`src/rtl/pipeline_trace_buffer.sv`:
```
// Retire-trace recorder: circular capture of MEM/WB records, trigger on halt opcode, oldest-first drain.
// Optional build macro TRACE_SKIP_X0_EN: drop retires that write no register (the halt trigger is always kept).
module pipeline_trace_buffer #(
  parameter int unsigned XLEN        = 32,
  parameter int unsigned DEPTH       = 16,
  parameter int unsigned POST_TRIG   = 4,
  parameter logic [6:0]  HALT_OPCODE = 7'b1111111
) (
  input  logic                     clk,
  input  logic                     rst,
  input  logic                     enable,
  input  logic                     arm,
  input  logic                     wb_valid,
  input  logic [XLEN-1:0]          wb_pc,
  input  logic [31:0]              wb_instr,
  input  logic [4:0]               wb_rd,
  input  logic                     wb_reg_wr,
  input  logic [XLEN-1:0]          wb_data,
  input  logic                     rd_ready,
  output logic                     rd_valid,
  output logic [XLEN-1:0]          rd_pc,
  output logic [31:0]              rd_instr,
  output logic [4:0]               rd_rd,
  output logic [XLEN-1:0]          rd_data,
  output logic                     rd_last,
  output logic [1:0]               state_o,
  output logic [$clog2(DEPTH):0]   count_o,
  output logic                     overflow_o
);

  localparam int unsigned PW = $clog2(DEPTH);
  localparam int unsigned CW = PW + 1;
  localparam int unsigned RW = XLEN + 32 + 5 + XLEN;

  localparam logic [1:0] S_IDLE  = 2'd0;
  localparam logic [1:0] S_ARMED = 2'd1;
  localparam logic [1:0] S_POST  = 2'd2;
  localparam logic [1:0] S_DUMP  = 2'd3;

  logic [1:0]    state_q, state_d;
  logic [PW-1:0] wr_ptr_q, wr_ptr_d;
  logic [PW-1:0] rd_ptr_q, rd_ptr_d;
  logic [CW-1:0] count_q, count_d;
  logic [CW-1:0] post_q, post_d;
  logic          overflow_q, overflow_d;
  logic [RW-1:0] mem_q [DEPTH];
  logic [RW-1:0] head;

  logic is_halt;
  logic keep;
  logic capture;
  logic pop;

  assign is_halt = (wb_instr[6:0] == HALT_OPCODE);

`ifdef TRACE_SKIP_X0_EN
  // Halt must survive filtering so the trigger can never be skipped.
  assign keep = (wb_reg_wr && (wb_rd != 5'd0)) || (state_q == S_ARMED && is_halt);
`else
  logic unused_reg_wr;
  assign unused_reg_wr = wb_reg_wr;
  assign keep          = 1'b1;
`endif

  assign capture  = enable && wb_valid && keep &&
                    (state_q == S_ARMED || state_q == S_POST);
  assign rd_valid = (state_q == S_DUMP) && (count_q != '0);
  assign pop      = rd_valid && rd_ready;

  always_comb begin
    state_d    = state_q;
    wr_ptr_d   = wr_ptr_q;
    rd_ptr_d   = rd_ptr_q;
    count_d    = count_q;
    post_d     = post_q;
    overflow_d = overflow_q;
    case (state_q)
      S_IDLE: begin
        if (arm) begin
          state_d    = S_ARMED;
          wr_ptr_d   = '0;
          rd_ptr_d   = '0;
          count_d    = '0;
          overflow_d = 1'b0;
        end
      end
      S_ARMED, S_POST: begin
        if (capture) begin
          wr_ptr_d = wr_ptr_q + 1'b1;
          if (count_q == CW'(DEPTH)) begin
            rd_ptr_d   = rd_ptr_q + 1'b1;
            overflow_d = 1'b1;
          end else begin
            count_d = count_q + 1'b1;
          end
          if (state_q == S_ARMED) begin
            if (is_halt) begin
              if (POST_TRIG != 0) begin
                state_d = S_POST;
                post_d  = CW'(POST_TRIG);
              end else begin
                state_d = S_DUMP;
              end
            end
          end else begin
            post_d = post_q - 1'b1;
            if (post_q == CW'(1)) state_d = S_DUMP;
          end
        end
      end
      default: begin
        if (pop) begin
          rd_ptr_d = rd_ptr_q + 1'b1;
          count_d  = count_q - 1'b1;
          if (count_q == CW'(1)) state_d = S_IDLE;
        end
      end
    endcase
  end

  always_ff @(posedge clk) begin
    if (!rst) begin
      state_q    <= S_IDLE;
      wr_ptr_q   <= '0;
      rd_ptr_q   <= '0;
      count_q    <= '0;
      post_q     <= '0;
      overflow_q <= 1'b0;
    end else begin
      state_q    <= state_d;
      wr_ptr_q   <= wr_ptr_d;
      rd_ptr_q   <= rd_ptr_d;
      count_q    <= count_d;
      post_q     <= post_d;
      overflow_q <= overflow_d;
    end
  end

  always_ff @(posedge clk) begin
    if (rst && capture) mem_q[wr_ptr_q] <= {wb_pc, wb_instr, wb_rd, wb_data};
  end

  assign head = mem_q[rd_ptr_q];
  assign {rd_pc, rd_instr, rd_rd, rd_data} = rd_valid ? head : '0;
  assign rd_last    = rd_valid && (count_q == CW'(1));
  assign state_o    = state_q;
  assign count_o    = count_q;
  assign overflow_o = overflow_q;

endmodule
```
`config.mk`:
```
export PLATFORM = sky130hd
export DESIGN_NAME = pipeline_trace_buffer
export DESIGN_NICKNAME = d
export VERILOG_FILES = /design/src/rtl/pipeline_trace_buffer.sv
export SDC_FILE = /design/constraint.sdc
export NUM_CORES = 1
export LEC_CHECK = 0
export CORE_MARGIN = 8
export CORE_UTILIZATION = 30
export DETAILED_ROUTE_END_ITERATION = 7
export PLACE_DENSITY = 0.5
export SLEW_MARGIN = 10
export SYNTH_ARGS = -nofsm -noshare
export SYNTH_HDL_FRONTEND = slang
export SYNTH_SLANG_ARGS = --single-unit
```
`constraint.sdc`:
```
create_clock -name clk -period 9.2 [get_ports clk]
set_clock_uncertainty 0.05 [all_clocks]
set_input_delay 0.92 -clock clk [delete_from_list [all_inputs] [get_ports clk]]
set_output_delay 0.92 -clock clk [all_outputs]
set_load 0.05 [all_outputs]
```
==> flow_summary.toml, run 1 <==
[outcome]
status = "complete, no violations"

[power]
finalPower_uw = 16390
max-vdd-ir-drop_mv = 0.1771
power.switching_uw = 3536
intPower_uw = 12850
power_per_cell_area_nw_per_um2 = 221.8
swShare = 0.2158
comb_power_share = 0.074
p_clk_frac = 0.419
p_seq_frac = 0.507
leakage_uw = 0.02143

[timing]
fmax_mhz = 169.8
timing.final.ws_setup_ns = 3.312
slew_viol_final = 0
rsz0062_at_grt = "false"
min_period_over_period = 0.6400
whs_ns = 0.4312
final_hold_viol_count = 0
tightest_slew_ns = 1.094
fin_crit_ns = 5.888
relSlewSlack = 0.2709
setup_viol = 0
tns_ns = 0

[critical_path]
cp.required_ns = 8.23
crit_fanout = 44
critPathMaxStageDelay_ns = 0.94
startpoint_type = "flip-flop"
cp_slowest_cell = "clkdlybuf4s50_1"
cpMostUsedCell = "inv_1"
endpoint_kind = "output port"
crit_chain = "inv_1, ha_1, or4b_4, nand2_1, inv_1, nand2b_4, buf_4, o22ai_1, clkdlybuf4s50_1"
crit_arrival_ns = 4.92
critPathKind = "reg -> out"

[yosys]
synth.avg_cell_area_um2 = 23.38
ys_seq_area_frac = 0.7830
yosysWarnings = 0
synth_flop_cell = "edfxtp_1"
synth_enable_flop_cells = 1616
async_reset_ff_frac = 0
synth_cell_types = 51
synthesis.nets = 2802
synth_area_um2 = 62610
syn_inst = 2678
synth_seq_cells = 1641

[placement]
placed_area_um2 = 68300
pre_cts_ws_ns = 3.926
gp_congestion = 0.6850
portBuffers = 217
dp_hpwl_um = 71320

[die]
die_w_um = 472.8
initial_core_util = 0.3021
floorplan.die_area_um2 = 223600
row_count = 167
core_um2 = 207300
boundaryPins = 219
die_h_um = 472.8

[routing]
ant_nets = 0
drtPass1Iterations = 5
via_count = 28560
wl_per_cell_um = 26.53
drt_wl_total_um = 156700
drc = 0
viasPerCell = 4.834
drt_iter0_markers = 2245

[global_routing]
grt_pass1_vias = 30590
grt_max_degree = 133
grt-ovfl-total = 0
grt_pass1_wl_um = 223700
antenna_found_initial = 24
grt_usage = 0.1372

[finish]
area_delta_synth_final_pct = 18.01
nNetsFinal = 3092
design_area_um2 = 73890
drive_gt1_frac = 0.2277
fill_cells = 19130

[clock_tree]
root_buffer = "clkbuf_16"
htreeDepth = 4
cts_buffers = 174
cts.path.max_buffers = 3
post_cts_buffers = 0
cts.repair.resized = 0
ctsHoldBuffers = 0
clock-sinks = 1641
clkSlewWorstSetupHoldPaths_ns = 0.06
cts_tree = "done"
clk_latency_ns = 0.78

[job]
cap_viol_max_count = 0

[min_path]
hold_class = "reg -> reg"
==> cell type report <==
type,instances,area (µm²),share of cell area
flip-flops and latches,1641,49040,0.6637
multi-input cells,877,13040,0.1764
repair buffers,261,2690,0.03641
diodes,11,27.53,0.0003725
inverters,13,48.80,0.0006604
clock buffers,215,4551,0.06159
clock inverters,102,1011,0.01368
well taps,2788,3488,0.04721
==> sequential cells by signal (all words and copies together) (netlist names), named ones only <==
name,flops
mem_q,1616
count_o,5
post_q,5
rd_ptr_q,4
wr_ptr_q,4
state_o,2
overflow_o,1
==> cells in the mapped netlist, types with 2 or more instances <==
| cell | instances | area share |
|---|---|---|
| edfxtp_1 | 1616 | 0.78 |
| a22oi_1 | 3 | 0.00036 |
| or3_1 | 2 | 0.00020 |
| nor2_1 | 27 | 0.0016 |
| or4_1 | 3 | 0.00036 |
| a21oi_1 | 15 | 0.0012 |
| buf_6 | 2 | 0.00036 |
| a31oi_1 | 3 | 0.00030 |
| dfxtp_1 | 25 | 0.0080 |
| a311oi_1 | 4 | 0.00056 |
| xnor2_1 | 3 | 0.00042 |
| o22ai_1 | 101 | 0.010 |
| ha_1 | 16 | 0.0032 |
| inv_1 | 13 | 0.00078 |
| nand3_1 | 7 | 0.00056 |
| a21o_1 | 3 | 0.00036 |
| nand2_1 | 18 | 0.0011 |
| clkbuf_1 | 65 | 0.0039 |
| mux4_2 | 404 | 0.15 |
| buf_1 | 12 | 0.00072 |
| mux2i_1 | 207 | 0.033 |
| or4b_1 | 2 | 0.00032 |
| nor3_1 | 10 | 0.00080 |
| nand4_1 | 2 | 0.00020 |
| nand2b_1 | 6 | 0.00060 |
| o21a_1 | 2 | 0.00024 |
| a21boi_0 | 3 | 0.00036 |
| o31ai_1 | 3 | 0.00036 |
| xor2_1 | 3 | 0.00042 |
| buf_2 | 68 | 0.0054 |
| nor3b_1 | 3 | 0.00036 |
| o21ai_0 | 8 | 0.00064 |
==> path summary, 6_finish.rpt <==
path	depth (start not counted)	slack, ns	end	startpoint
worst max-delay path	9	3.31	rd_data[3]	count_o[0]
worst min-delay path	1	0.43	post_q[4]	post_q[4]
worst max register to register	7	4.83	mem_q[13][53]	state_o[0]
worst min register to register	1	0.43	post_q[4]	post_q[4]
==> cells by family (layout without fill, tap and decap cells) <==
kind of cell | after synthesis | in the layout | synth area share
other cells | 0 | 11 | 0
compound gates | 155 | 155 | 0.01601
flops | 1641 | 1641 | 0.7830
fa+ha+maj | 16 | 16 | 0.003197
xor+xnor | 6 | 6 | 0.0008394
mux | 611 | 611 | 0.1784
buf+inv | 160 | 591 | 0.01119
simple gates | 89 | 89 | 0.007334
==> power groups by stage <==
stage / Combinational (µW) / Sequential (µW) / Clock, µW
global placement: 1230 / 8460 / 0
CTS: 1240 / 8300 / 7070
finish: 1210 / 8300 / 6870
detailed placement: 1240 / 8460 / 0
floorplan: 920 / 8450 / 0
global route: 1330 / 8310 / 7350
==> per-layer routing <==
layer  share of wire  vias to the layer above  global-route usage
met1            0.43                    15590              0.1773
li1                -                    12090                   -
met2            0.50                      643              0.2371
met4           0.023                       12             0.03622
met5         0.00051                        -                   0
met3           0.046                      226             0.02706
==> critical path, delay by kind of cell, from the launching register on <==
family                   cells  cell delay [ns]
AND/OR/NAND/NOR              3             0.86
adder cells (fa/ha/maj)      1             0.26
AO/OA/AOI/OAI                1             0.63
buffers and inverters        4             1.89
flip-flops                   1             0.47
==> stage by stage <==
stage / instances / utilization
2_1_floorplan: 2678 / -
3_5_place_dp: 5580 / 0.3295
4_1_cts: 5897 / 0.3563
3_3_place_gp: 5580 / 0.3295
6_report: 5908 / 0.3565
5_1_grt: 5901 / 0.3564
==> cell usage in the layout (no fill, tap or decap), types with 7 or more instances in the layout <==
cell type,Yosys,final
mux2i_1,207,207
a21oi_1,15,15
nor2_4,0,12
buf_4,0,29
diode_2,0,11
nand2_1,18,17
bufinv_16,0,17
clkinv_2,0,21
o21ai_0,8,8
edfxtp_1,1616,1616
mux4_2,404,404
ha_1,16,16
clkinv_1,0,43
nor2_1,27,15
dfxtp_1,25,22
clkbuf_16,0,176
inv_1,13,13
buf_12,0,15
inv_6,0,7
clkdlybuf4s50_1,0,217
o22ai_1,101,101
nand3_1,7,7
clkbuf_1,65,39
(Power assumes the default switching activity.)
==> inputs of run 2 (changes only) <==
Clock period 9.2 ns to 5.1 ns, I/O delays scaled along.
==> flow_summary.toml, run 2 (synthesized netlist as in run 1, its figures left out) <==
[clock_tree]
clk_latency_ns = 0.80
cts.path.max_buffers = 3
cts.repair.resized = 0
ctsHoldBuffers = 0
post_cts_buffers = 0
root_buffer = "clkbuf_16"
cts_buffers = 176
clkSlewWorstSetupHoldPaths_ns = 0.06
clock-sinks = 1641
cts_tree = "done"
htreeDepth = 4

[timing]
rsz0062_at_grt = "false"
tightest_slew_ns = 1.014
timing.final.ws_setup_ns = 0.2770
slew_viol_final = 0
fmax_mhz = 207.3
setup_viol = 0
whs_ns = 0.4271
min_period_over_period = 0.9457
relSlewSlack = 0.3239
fin_crit_ns = 4.823
final_hold_viol_count = 0
tns_ns = 0

[outcome]
status = "complete, no violations"

[power]
comb_power_share = 0.077
p_clk_frac = 0.418
max-vdd-ir-drop_mv = 0.3052
power_per_cell_area_nw_per_um2 = 396.8
p_seq_frac = 0.505
leakage_uw = 0.02174
power.switching_uw = 6449
swShare = 0.2177
intPower_uw = 23170

[global_routing]
grt_pass1_wl_um = 226100
antenna_found_initial = 21
grt_max_degree = 70
grt_usage = 0.1389
grt_pass1_vias = 30630
grt-ovfl-total = 0

[die]
die_h_um = 472.8
die_w_um = 472.8
boundaryPins = 219
floorplan.die_area_um2 = 223600
initial_core_util = 0.3021
core_um2 = 207300
row_count = 167

[critical_path]
crit_arrival_ns = 4.26
crit_fanout = 35
startpoint_type = "flip-flop"
cp.required_ns = 4.54
critPathKind = "reg -> out"
endpoint_kind = "output port"

[finish]
largest_reg_flops = 1616
area_delta_synth_final_pct = 19.20
seq_area_um2 = 49040
multiInputGateArea_um2 = 13040
layout_common_cells = "1616 x edfxtp_1, 404 x mux4_2, 217 x clkdlybuf4s50_1"
fin_util = 0.3601
top_register = "mem_q"
fill_cells = 19150
nNetsFinal = 3130
final_common_cell = "edfxtp_1"
design_area_um2 = 74640
drive_gt1_frac = 0.2382

[routing]
drtPass1Iterations = 5
ant_nets = 0
wl_per_cell_um = 26.62
via_count = 28610
viasPerCell = 4.817
drc = 0
drt_iter0_markers = 2356
drt_wl_total_um = 158100

[placement]
placed_area_um2 = 69060
dp_hpwl_um = 77010
gp_congestion = 0.6704
portBuffers = 217
pre_cts_ws_ns = 1.022

[min_path]
hold_class = "reg -> reg"

[job]
cap_viol_max_count = 0
[run 2: layer usage]
layer,up-vias,share of wire,GRT usage
met1,15610,0.42,0.1770
met5,-,0.00051,0
met3,215,0.046,0.03021
met4,12,0.020,0.03267
met2,596,0.51,0.2427
li1,12170,-,-
[run 2: area by class of cell]
cell class,instances,area share
Inverter,13,0.0006538
Timing Repair Buffer,297,0.04620
Multi-Input combinational cell,877,0.1746
Clock inverter,101,0.01237
Clock buffer,216,0.06216
Sequential cell,1641,0.6570
Tap cell,2788,0.04674
Antenna cell,6,0.0002012
[run 2: power groups by stage]
stage          Combinational, µW  Clock, µW  Sequential, µW
2_1_floorplan               1660          0           15200
3_3_place_gp                2330          0           15200
3_5_place_dp                2350          0           15200
4_1_cts                     2350      12700           15000
5_1_grt                     2510      13200           15000
6_report                    2290      12400           15000
[run 2: metrics by stage]
step                      instances  total power, µW
after detailed placement       5616            17590
after global placement         5616            17580
final                          5939            29620
after floorplan                2678            16910
after global routing           5935            30710
after CTS                      5933            30060
[run 2: final timing paths]
check                                 from      endpoint  slack [ns]  depth (start not counted)
worst max-delay path            count_o[0]     rd_pc[28]        0.28                          9
worst min-delay path             post_q[4]     post_q[4]        0.43                          1
worst max register to register  state_o[0]  mem_q[6][53]        1.57                          7
worst min register to register   post_q[4]     post_q[4]        0.43                          1
[run 2: critical path, stage by stage, from the launching register on]
cell             delay [ns]
dfxtp_1                0.47
inv_1                  0.14
ha_1                   0.25
or4b_4                 0.22
nand2_1                0.06
inv_1                  0.21
nand2b_4               0.34
buf_12                 0.32
o22ai_1                0.48
clkdlybuf4s50_1        0.91
==> inputs of run 3 (changes only) <==
Settings changed: CORE_MARGIN 8 to 2, RECOVER_POWER set to 50.
==> flow_summary.toml, run 3 (synthesized netlist as in run 1, its figures left out) <==
[global_routing]
antenna_found_initial = 53
grt_max_degree = 102
top_usage_layer = "met2"
grt_use_met3 = 0.02779
grt-ovfl-total = 0
grt_pass1_vias = 30340
grt_usage = 0.1456
grt_use_met1 = 0.1883
gr-usage-met2 = 0.2474
grt_pass1_wl_um = 221400

[clock_tree]
root_buffer = "clkbuf_16"
cts.path.max_buffers = 3
ctsHoldBuffers = 0
clock-sinks = 1641
cts_tree = "done"
clkSlewWorstSetupHoldPaths_ns = 0.06
htreeDepth = 4
cts_buffers = 174
clk_latency_ns = 0.80

[die]
boundaryPins = 219
initial_core_util = 0.3021
core_um2 = 207300
row_count = 167
floorplan.die_area_um2 = 212400
die_w_um = 460.8
die_h_um = 460.8

[critical_path]
endpoint = "rd_data[17]"
critPathKind = "reg -> out"
cp.required_ns = 4.54
r2r_slack_ns = 1.40
startpoint_type = "flip-flop"
timing.critical_path.from = "count_o[0]"
crit_fanout = 34
ff2ff_path_depth = 7
r2r-end = "mem_q[15][75]"
regToRegStartpoint = "state_o[0]"
crit_arrival_ns = 4.41
endpoint_kind = "output port"

[timing]
whs_ns = 0.4383
fmax_mhz = 201.2
slew_viol_final = 0
tns_ns = 0
rsz0062_at_grt = "true"
relSlewSlack = 0.2570
tightest_slew_ns = 1.107
min_period_over_period = 0.9745
fin_crit_ns = 4.970
final_hold_viol_count = 0
setup_viol = 0

[finish]
top_register = "mem_q"
area_delta_synth_final_pct = 19.29
drive_gt1_frac = 0.2422
nNetsFinal = 3146
largest_reg_flops = 1616
fill_cells = 19140
fin_util = 0.3604
final_common_cell = "edfxtp_1"
layout_common_cells = "1616 x edfxtp_1, 404 x mux4_2, 207 x mux2i_1"

[placement]
portBuffers = 217
gp_congestion = 0.7161
dp_hpwl_um = 80010

[routing]
ant_nets = 0
viasPerCell = 4.814
wl_per_cell_um = 26.04
drc = 0
drt_iter0_markers = 2551
drtPass1Iterations = 5
drt_wl_total_um = 155400
via_count = 28740

[job]
cap_viol_max_count = 0

[min_path]
hold_class = "reg -> reg"

[outcome]
status = "complete, no violations"

[power]
max-vdd-ir-drop_mv = 0.2729
power_per_cell_area_nw_per_um2 = 393.4
finalPower_uw = 29380
leakage_uw = 0.02238
run 3: cell count changes in the layout (fill, tap and decap cells not counted), moves of 8 or more:
cell and delta:
clkinv_2 +10, clkbuf_1 +8, dlygate4sd2_1 +11, clkdlybuf4s50_1 -145, buf_4 +19, dlymetal6s2s_1 +27, diode_2 +8, dlygate4sd3_1 +107
run 3: how the worst min path moves through the flow:
stage	from	end	slack [ns]	cells after the start
after global routing	rst	count_o[3]	0.43	3
after floorplan	post_q[4]	post_q[4]	0.39	1
after detailed placement	post_q[4]	post_q[4]	0.42	1
after global placement	post_q[4]	post_q[4]	0.41	1
after CTS	rst	state_o[0]	0.38	3
final	post_q[4]	post_q[4]	0.44	1
run 3: repair_timing:
| item | CTS | global route |
|---|---|---|
| buffers inserted | 0 | 0 |
| gates resized for setup | 11 | 27 |
| cloned | 0 | 0 |
| pin swaps | 0 | 0 |
| endpoints found under the setup margin | 15 | 40 |
run 3: report_power, final:
group	internal [µW]	leakage (µW)	switching, µW	total, µW
clock network	6900	0.00265	5240	12100
logic	1150	0.00501	1140	2290
registers	14900	0.0147	80.0	15000
run 3: per-stage QoR:
step,setup slack [ns],instances,area (µm²)
2_1_floorplan,-1.436,2678,62710
3_3_place_gp,0.7795,5634,69180
3_5_place_dp,0.8176,5634,69180
4_1_cts,-0.02386,5955,74600
5_1_grt,-0.09732,5962,74680
6_report,0.1299,5969,74690
run 3: cell type report:
| cell class | count | area, µm² | area share |
|---|---|---|---|
| Tap cell | 2788 | 3488 | 0.04670 |
| Inverter | 13 | 48.80 | 0.0006533 |
| Antenna cell | 14 | 35.03 | 0.0004690 |
| Clock inverter | 102 | 884.6 | 0.01184 |
| Clock buffer | 219 | 4544 | 0.06084 |
| Timing Repair Buffer | 315 | 3625 | 0.04853 |
| Multi-Input combinational cell | 877 | 13030 | 0.1744 |
| Sequential cell | 1641 | 49040 | 0.6565 |
run 3: metal layers:
layer,share of wire,up-vias
li1,-,12250
met1,0.42,15510
met2,0.50,674
met3,0.047,284
met4,0.028,20
met5,0.00073,-
run 3: worst max-delay path, cell delays in order, from the launching register on:
cell and delay [ns]:
dfxtp_1 0.47, inv_1 0.14, ha_1 0.26, or4b_4 0.22, nand2_1 0.06, inv_1 0.23, nand2b_4 0.50, o22ai_1 0.77
clkdlybuf4s50_1 0.93
